[config.mk]
export PLATFORM = sky130hd
export DESIGN_NAME = ig_frame_ctrl
export DESIGN_NICKNAME = d
export VERILOG_FILES = /design/src/rtl/ig_frame_ctrl.sv
export SDC_FILE = /design/constraint.sdc
export NUM_CORES = 1
export LEC_CHECK = 0
export BUFFER_PORTS_ARGS = -buffer_cell sky130_fd_sc_hd__buf_2
export CELL_PAD_IN_SITES_DETAIL_PLACEMENT = 0
export CELL_PAD_IN_SITES_GLOBAL_PLACEMENT = 2
export CORE_UTILIZATION = 34
export DETAILED_ROUTE_END_ITERATION = 6
export PLACE_DENSITY_LB_ADDON = 0.1
export SLEW_MARGIN = 30
export SYNTH_ARGS = -nofsm -noshare
export SYNTH_HDL_FRONTEND = slang
export SYNTH_SLANG_ARGS = --single-unit
export TNS_END_PERCENT = 5
[constraint.sdc]
create_clock -name clk -period 5.4 [get_ports clk]
set_input_delay 0.54 -clock clk [delete_from_list [all_inputs] [get_ports clk]]
set_output_delay 0.54 -clock clk [all_outputs]
set_load 0.005 [all_outputs]
[src/rtl/ig_frame_ctrl.sv]
// Frame sequencer for the image-gradient datapath: raster-scans the image memory, feeds the
// datapath with pixel coordinates and writes each returned gradient back at its own address.
module ig_frame_ctrl #(
  parameter int unsigned W      = 256,
  parameter int unsigned H      = 256,
  parameter int unsigned AW     = 16,
  parameter int unsigned XW     = 8,
  parameter int unsigned RD_LAT = 1,
  parameter int unsigned DP_LAT = 2
) (
  input  logic          clk,
  input  logic          reset,
  input  logic          start,
  input  logic          hold,
  output logic          busy,
  output logic          done,
  output logic          img_rd,
  output logic [AW-1:0] img_addr,
  input  logic [7:0]    img_di,
  output logic          dp_valid,
  output logic [7:0]    dp_pix,
  output logic [XW-1:0] dp_x,
  output logic [XW-1:0] dp_y,
  input  logic [19:0]   res_data,
  output logic          grad_wr,
  output logic [AW-1:0] grad_addr,
  output logic [19:0]   grad_do
);

  localparam int unsigned LW       = $clog2(W);
  localparam int unsigned Depth    = RD_LAT + DP_LAT;
  localparam int unsigned NPix     = W * H;
  localparam logic [AW-1:0] LastAddr = AW'(NPix - 1);

  typedef enum logic [1:0] {StIdle, StRead, StDrain, StFin} state_e;

  state_e            state_q, state_d;
  logic [AW-1:0]     a_q, a_d;
  logic [Depth-1:0]  vld_q, vld_d;
  logic [Depth-1:0]  msk_q, msk_d;
  logic [AW-1:0]     pa_q [Depth];
  logic [AW-1:0]     pa_d [Depth];
  logic [AW-1:0]     gaddr_q, gaddr_d;
  logic [19:0]       gdo_q, gdo_d;

  logic              issue;
  logic              issue_mask;
  logic [LW-1:0]     ax;
  logic [AW-1:0]     ay;

  assign issue      = (state_q == StRead) && !hold;
  assign ax         = a_q[LW-1:0];
  assign ay         = a_q >> LW;
  assign issue_mask = (ax == LW'(W - 1)) || (ay == AW'(H - 1));

  always_comb begin
    state_d = state_q;
    a_d     = a_q;
    unique case (state_q)
      StIdle: begin
        if (start) begin
          state_d = StRead;
          a_d     = '0;
        end
      end
      StRead: begin
        if (issue) begin
          a_d = a_q + 1'b1;
          if (a_q == LastAddr) state_d = StDrain;
        end
      end
      // Empty pipeline here means the final write happened in the previous cycle.
      StDrain: begin
        if (vld_q == '0) state_d = StFin;
      end
      StFin:   state_d = StIdle;
      default: state_d = StIdle;
    endcase
  end

  // Each issued read (or hold bubble) walks the tracking pipeline; stage k is k+1 cycles old.
  always_comb begin
    vld_d    = {vld_q[Depth-2:0], issue};
    msk_d    = {msk_q[Depth-2:0], issue_mask};
    pa_d[0]  = a_q;
    for (int i = 1; i < Depth; i++) begin
      pa_d[i] = pa_q[i-1];
    end
    gaddr_d = gaddr_q;
    gdo_d   = gdo_q;
    if (vld_q[Depth-1]) begin
      gaddr_d = pa_q[Depth-1];
      gdo_d   = msk_q[Depth-1] ? 20'd0 : res_data;
    end
  end

  always_ff @(posedge clk) begin
    if (reset) begin
      state_q <= StIdle;
      a_q     <= '0;
      vld_q   <= '0;
      msk_q   <= '0;
      gaddr_q <= '0;
      gdo_q   <= '0;
      for (int i = 0; i < Depth; i++) begin
        pa_q[i] <= '0;
      end
    end else begin
      state_q <= state_d;
      a_q     <= a_d;
      vld_q   <= vld_d;
      msk_q   <= msk_d;
      gaddr_q <= gaddr_d;
      gdo_q   <= gdo_d;
      for (int i = 0; i < Depth; i++) begin
        pa_q[i] <= pa_d[i];
      end
    end
  end

  assign busy      = (state_q == StRead) || (state_q == StDrain);
  assign done      = (state_q == StFin);
  assign img_rd    = issue;
  assign img_addr  = a_q;
  assign dp_valid  = vld_q[RD_LAT-1];
  assign dp_pix    = img_di;
  assign dp_x      = XW'(pa_q[RD_LAT-1][LW-1:0]);
  assign dp_y      = XW'(pa_q[RD_LAT-1] >> LW);
  assign grad_wr   = vld_q[Depth-1];
  assign grad_addr = gaddr_d;
  assign grad_do   = gdo_d;

endmodule
# --- After elaboration in Yosys (flattened, before gate mapping) ---
# Memories as Yosys holds them, arrays and structs flattened.
# Index checks and enable logic that the tools add are counted.
totals:
  regBits: 60
  ram_bits: 48
  in_bits: 32
  wordCells: 47
  mem_count: 1
mem_list:
  columns: ["memory", "words", "width", "rd", "rd_ports_with_merged_regs", "wr", "line_no", "rtl"]
  rows:
  - ["pa_q", 3, 16, 3, 0, 3, "41", "logic [AW-1:0] pa_q [Depth];"]
op_classes:
  add_sub_neg: 1
  n_eq_ne: 10
  muxes: 17
  n_bitwise: 3
  n_reduce_logical: 9
ops:
  columns: ["cell", "n"]
  rows:
  - ["$mux W16", 6]
  - ["$mux W20", 2]
  - ["$pmux W16 S2", 1]
  - ["$add A16 B1 Y16 const B", 1]
  - ["$eq A16 B16 Y1 const B", 1]
  - ["$eq A8 B8 Y1 const B", 2]
  - ["$mux W2", 4]
  - ["$pmux W2 S4", 1]
  - ["$ne A2 B2 Y1 const B", 3]
  - ["$eq A2 B2 Y1 const B", 2]
  - ["$reduce_and A4 Y1", 1]
  - ["$logic_not A3 Y1", 1]
  - ["$mux W1", 3]
  - ["$or A1 B1 Y1", 3]
  - ["$reduce_and A3 Y1", 1]
  - ["$eq A2 B1 Y1 const B", 1]
  - ["$logic_not A2 Y1", 1]
  - ["$logic_or A1 B1 Y1", 2]
  - ["$ne A2 B1 Y1 const B", 1]
  - ["$reduce_bool A2 Y1", 1]
  - ["$logic_and A1 B1 Y1", 1]
  - ["$logic_not A1 Y1", 1]

# --- Logic depth before layout (Yosys ltp) ---
depth:
  depth_word: 4
  depth_mapped: 8
  mapped_depth_nobuf: 6

# --- Worst setup path before layout ---
# Ideal clock, no wire load.
synth_timing:
  path_type: "reg-to-output"
  start: "reg vld_q[2]"
  end: "out grad_addr[10]"
  arrival_ns: 1.308
  setup_slack_ns: 3.552
  stages_incl_launch_ff: 4
  path_buffers: 2
  cell_sequence: "dfxtp_1 > clkbuf_1 > buf_2 > mux2_1"
synth_between:
  elab_chain_cells: 1
synth_rtl:
  columns: ["item", "line_no", "rtl"]
  rows:
  - ["start, declared", "39", "logic [Depth-1:0] vld_q, vld_d;"]
  - ["start signal, assigned", "111", "vld_q <= vld_d;"]
  - ["$mux W16", "91", "if (vld_q[Depth-1]) begin"]
  - ["end, declared", "26", "output logic [AW-1:0] grad_addr,"]
# No other way between the ends.

# --- Final worst setup path ---
layout_timing:
  start: "reg vld_q[2]"
  end: "out grad_do[16]"
layout_between:
  elab_chain_cells: 1
layout_rtl:
  columns: ["item", "line_no", "rtl"]
  rows:
  - ["$mux W20", "91", null]
  - ["end, declared", "27", "output logic [19:0] grad_do"]
# No other way between the ends.

==> impl_metrics.csv <==
group,metric,value,unit
clock_tree,htreeDepth,3,
clock_tree,cts_hold_buf,0,
critical_path,crit_path_start_kind,"register",
sta,fmax,0.430,GHz
hold_path,worst_hold_path.num_cells,1,
power,total_power,1.74,mW
route,dr.pass1.iters,6,
layout,layout_commonest_cell,"dfxtp_1",
route,antenna_left,0,
sta,setup_slack,3.08,ns
clock_tree,cts_resized,0,
placement,place_congestion,0.784,
placement,io_buffers,96,
layout,diodes,0,
logic_synthesis,syn_inst,433,
placement,place_area,4470,µm²
floorplanning,die_area,12700,µm²
power,power_density,362,nW/µm²
critical_path,rr_startpoint,"state_q[0]",
sta,slew_headroom,54.3,%
clock_tree,clockRootBuffer,"clkbuf_16",
global_routing,grt_antenna_before_repair,0,
logic_synthesis,ys.flop_type,"dfxtp_1",
sta,setup_viol,0,
clock_tree,clockBufferDepth,2,
logic_synthesis,synth-async-reset-ratio,0,%
clock_tree,path_clk_slew,0.07,ns
clock_tree,numCtsBuffers,9,
logic_synthesis,syn_nets,470,
clock_tree,clk_latency,0.34,ns
critical_path,path_class,"register to output pin",
logic_synthesis,synth_seq_cells,108,
critical_path,worst_r2r_path_depth,6,
layout,final_area,4800,µm²
logic_synthesis,ys_seq_area_share,51.8,%
floorplanning,die_y,113,µm
sta,worst_pin_slew,0.686,ns
placement,post-dp-hpwl,5.60,mm
sta,slew_viol_final,0,
critical_path,cp.required,4.86,ns
sta,final-hold-violation-count,0,
clock_tree,clock-sinks,108,
floorplanning,core,12000,µm²
global_routing,grt_first_pass_wirelength,13.6,mm
critical_path,r2r_slack,3.28,ns
outcome,status,"finished clean",
placement,dp_worst_setup_slack,3.13,ns
sta,finalSetupTns,0,ns
sta,finalClockSkew,0.00323,ns
layout,drive_above_1_share,24.5,%
route,viasPerCell,4.36,
route,wl,8.43,mm
logic_synthesis,syn_avg_cell_area,9.65,µm²
critical_path,worstSetupEndpointType,"output pin",
layout,nets,518,
critical_path,r2r_end,"img_addr[15]",
logic_synthesis,ys_warn_count,0,
hold_path,hp-class,"register to register",
hold_path,hold_start,"pa_q[0][19]",
route,vias,2763,
clock_tree,cts_setup_buffers,0,
sta,min_period,2.32,ns
logic_synthesis,synthesis.area,4180,µm²
route,routedWlPerCell,13.3,µm
route,drcViolationCount,0,
sta,finalCritPeriodShare,43.0,%
sta,rsz0062_at_grt,"false",
route,drt-initial-drc-count,102,
floorplanning,ios,113,
logic_synthesis,synth.distinct_cells,41,
clock_tree,cts_tree,"built",
floorplanning,start_util,34.8,%
layout,synthToLayoutAreaGrowth,14.9,%
global_routing,grt-ovfl-total,0,
layout,final_cell_mix,"dfxtp_1 (107), buf_2 (95), nor2b_1 (89)",
logic_synthesis,synth-edff-count,0,
floorplanning,dieWidth,113,µm
critical_path,critical_path_peak_fanout,40,
global_routing,grt_pass1_vias,2546,
run,cap_violations,0,
global_routing,track_usage,13.7,%
power,ir_drop,0.149,mV
critical_path,critPathArrivalTime,1.78,ns
hold_path,hold_end,"pa_q[0][35]",
power,power.leakage,2.08,nW
floorplanning,rows,40,
global_routing,grt_max_degree,67,
-- kinds of logic (layout without fill, tap and decap cells) --
logic type	Yosys count	in the layout	synth area share [%]
AOI/OAI and AO/OA	48	48	6.44
xor gates and xnor gates	1	1	0.210
adders and majority gates	5	5	1.50
buffers and inverters	84	137	11.4
DFF	108	108	51.8
muxes	20	20	5.27
and+or+nand+nor	167	167	23.4
-- per-stage QoR --
step / utilization (%) / instances / hold WS (ns)
3_5_place_dp: 37.2 / 617 / 0.422
6_report: 39.9 / 633 / 0.437
5_1_grt: 39.9 / 633 / 0.454
3_3_place_gp: 37.2 / 617 / 0.420
2_1_floorplan: - / 433 / 0.414
4_1_cts: 39.9 / 633 / 0.438
-- how the worst max path moves through the flow --
| stage | startpoint | to | slack, ns | depth (start not counted) |
|---|---|---|---|---|
| 6_report | vld_q[2] | grad_do[16] | 3.08 | 5 |
| 5_1_grt | vld_q[2] | grad_do[12] | 2.88 | 5 |
| 4_1_cts | vld_q[2] | grad_do[6] | 2.74 | 5 |
| 3_5_place_dp | vld_q[2] | grad_do[6] | 3.13 | 5 |
| 3_3_place_gp | vld_q[2] | grad_do[17] | 3.13 | 5 |
| 2_1_floorplan | vld_q[2] | grad_addr[10] | 3.55 | 3 |
-- synthesized netlist by cell type (2+ instances only) --
library cell | instances | area, µm²
ha_1 | 5 | 62.6
mux2i_1 | 4 | 40.0
nand4_1 | 5 | 31.3
o21ai_1 | 21 | 105
buf_4 | 42 | 315
clkbuf_1 | 17 | 63.8
o21ai_0 | 6 | 30.0
a21oi_1 | 11 | 55.1
inv_1 | 23 | 86.3
or4_1 | 3 | 22.5
and4_1 | 3 | 26.3
dfxtp_1 | 108 | 2160
nand2b_1 | 3 | 18.8
nor2b_1 | 89 | 557
o31ai_1 | 4 | 30.0
or3_1 | 10 | 62.6
nor3_1 | 2 | 10.0
nor2_1 | 5 | 18.8
nand2_1 | 32 | 120
mux2_1 | 16 | 180
nand3_1 | 3 | 15.0
buf_2 | 2 | 10.0
-- registers in the layout, indices dropped and copies added (netlist names) --
signal,cells
state_q,2
vld_q,3
gdo_q,20
pa_q,48
gaddr_q,16
msk_q,3
img_addr,16
-- area by class of cell --
type | count | area (µm²)
clock buffers | 9 | 225
clock inverters | 7 | 98.8
fillers | 1254 | 7210
inverters | 23 | 86.3
multi-input cells | 241 | 1540
flip-flops and latches | 108 | 2170
well taps | 147 | 184
repair buffers | 98 | 498
-- power by group --
| group | switching [mW] | internal [mW] | leakage (nW) |
|---|---|---|---|
| sequential | 0.0172 | 0.811 | 0.871 |
| clock | 0.295 | 0.409 | 0.156 |
| combinational | 0.121 | 0.0828 | 1.05 |
-- layer usage --
layer | share of wire, % | GRT usage, % | routed length, µm | up-vias
li1 | - | - | - | 1456
met3 | 3.6 | 2.89 | 305 | 14
met1 | 50 | 19.3 | 4240 | 1244
met5 | 0 | 0 | 0 | -
met2 | 44 | 19.9 | 3720 | 49
met4 | 1.9 | 6.67 | 164 | 0
-- critical path, cell delays in order, from the launching register on --
cell and delay, ns:
dfxtp_4 0.66, nor2b_1 0.19, buf_4 0.25, nand2_1 0.09
o21ai_1 0.09, buf_2 0.14
Power figures use the tool's default switching activity.
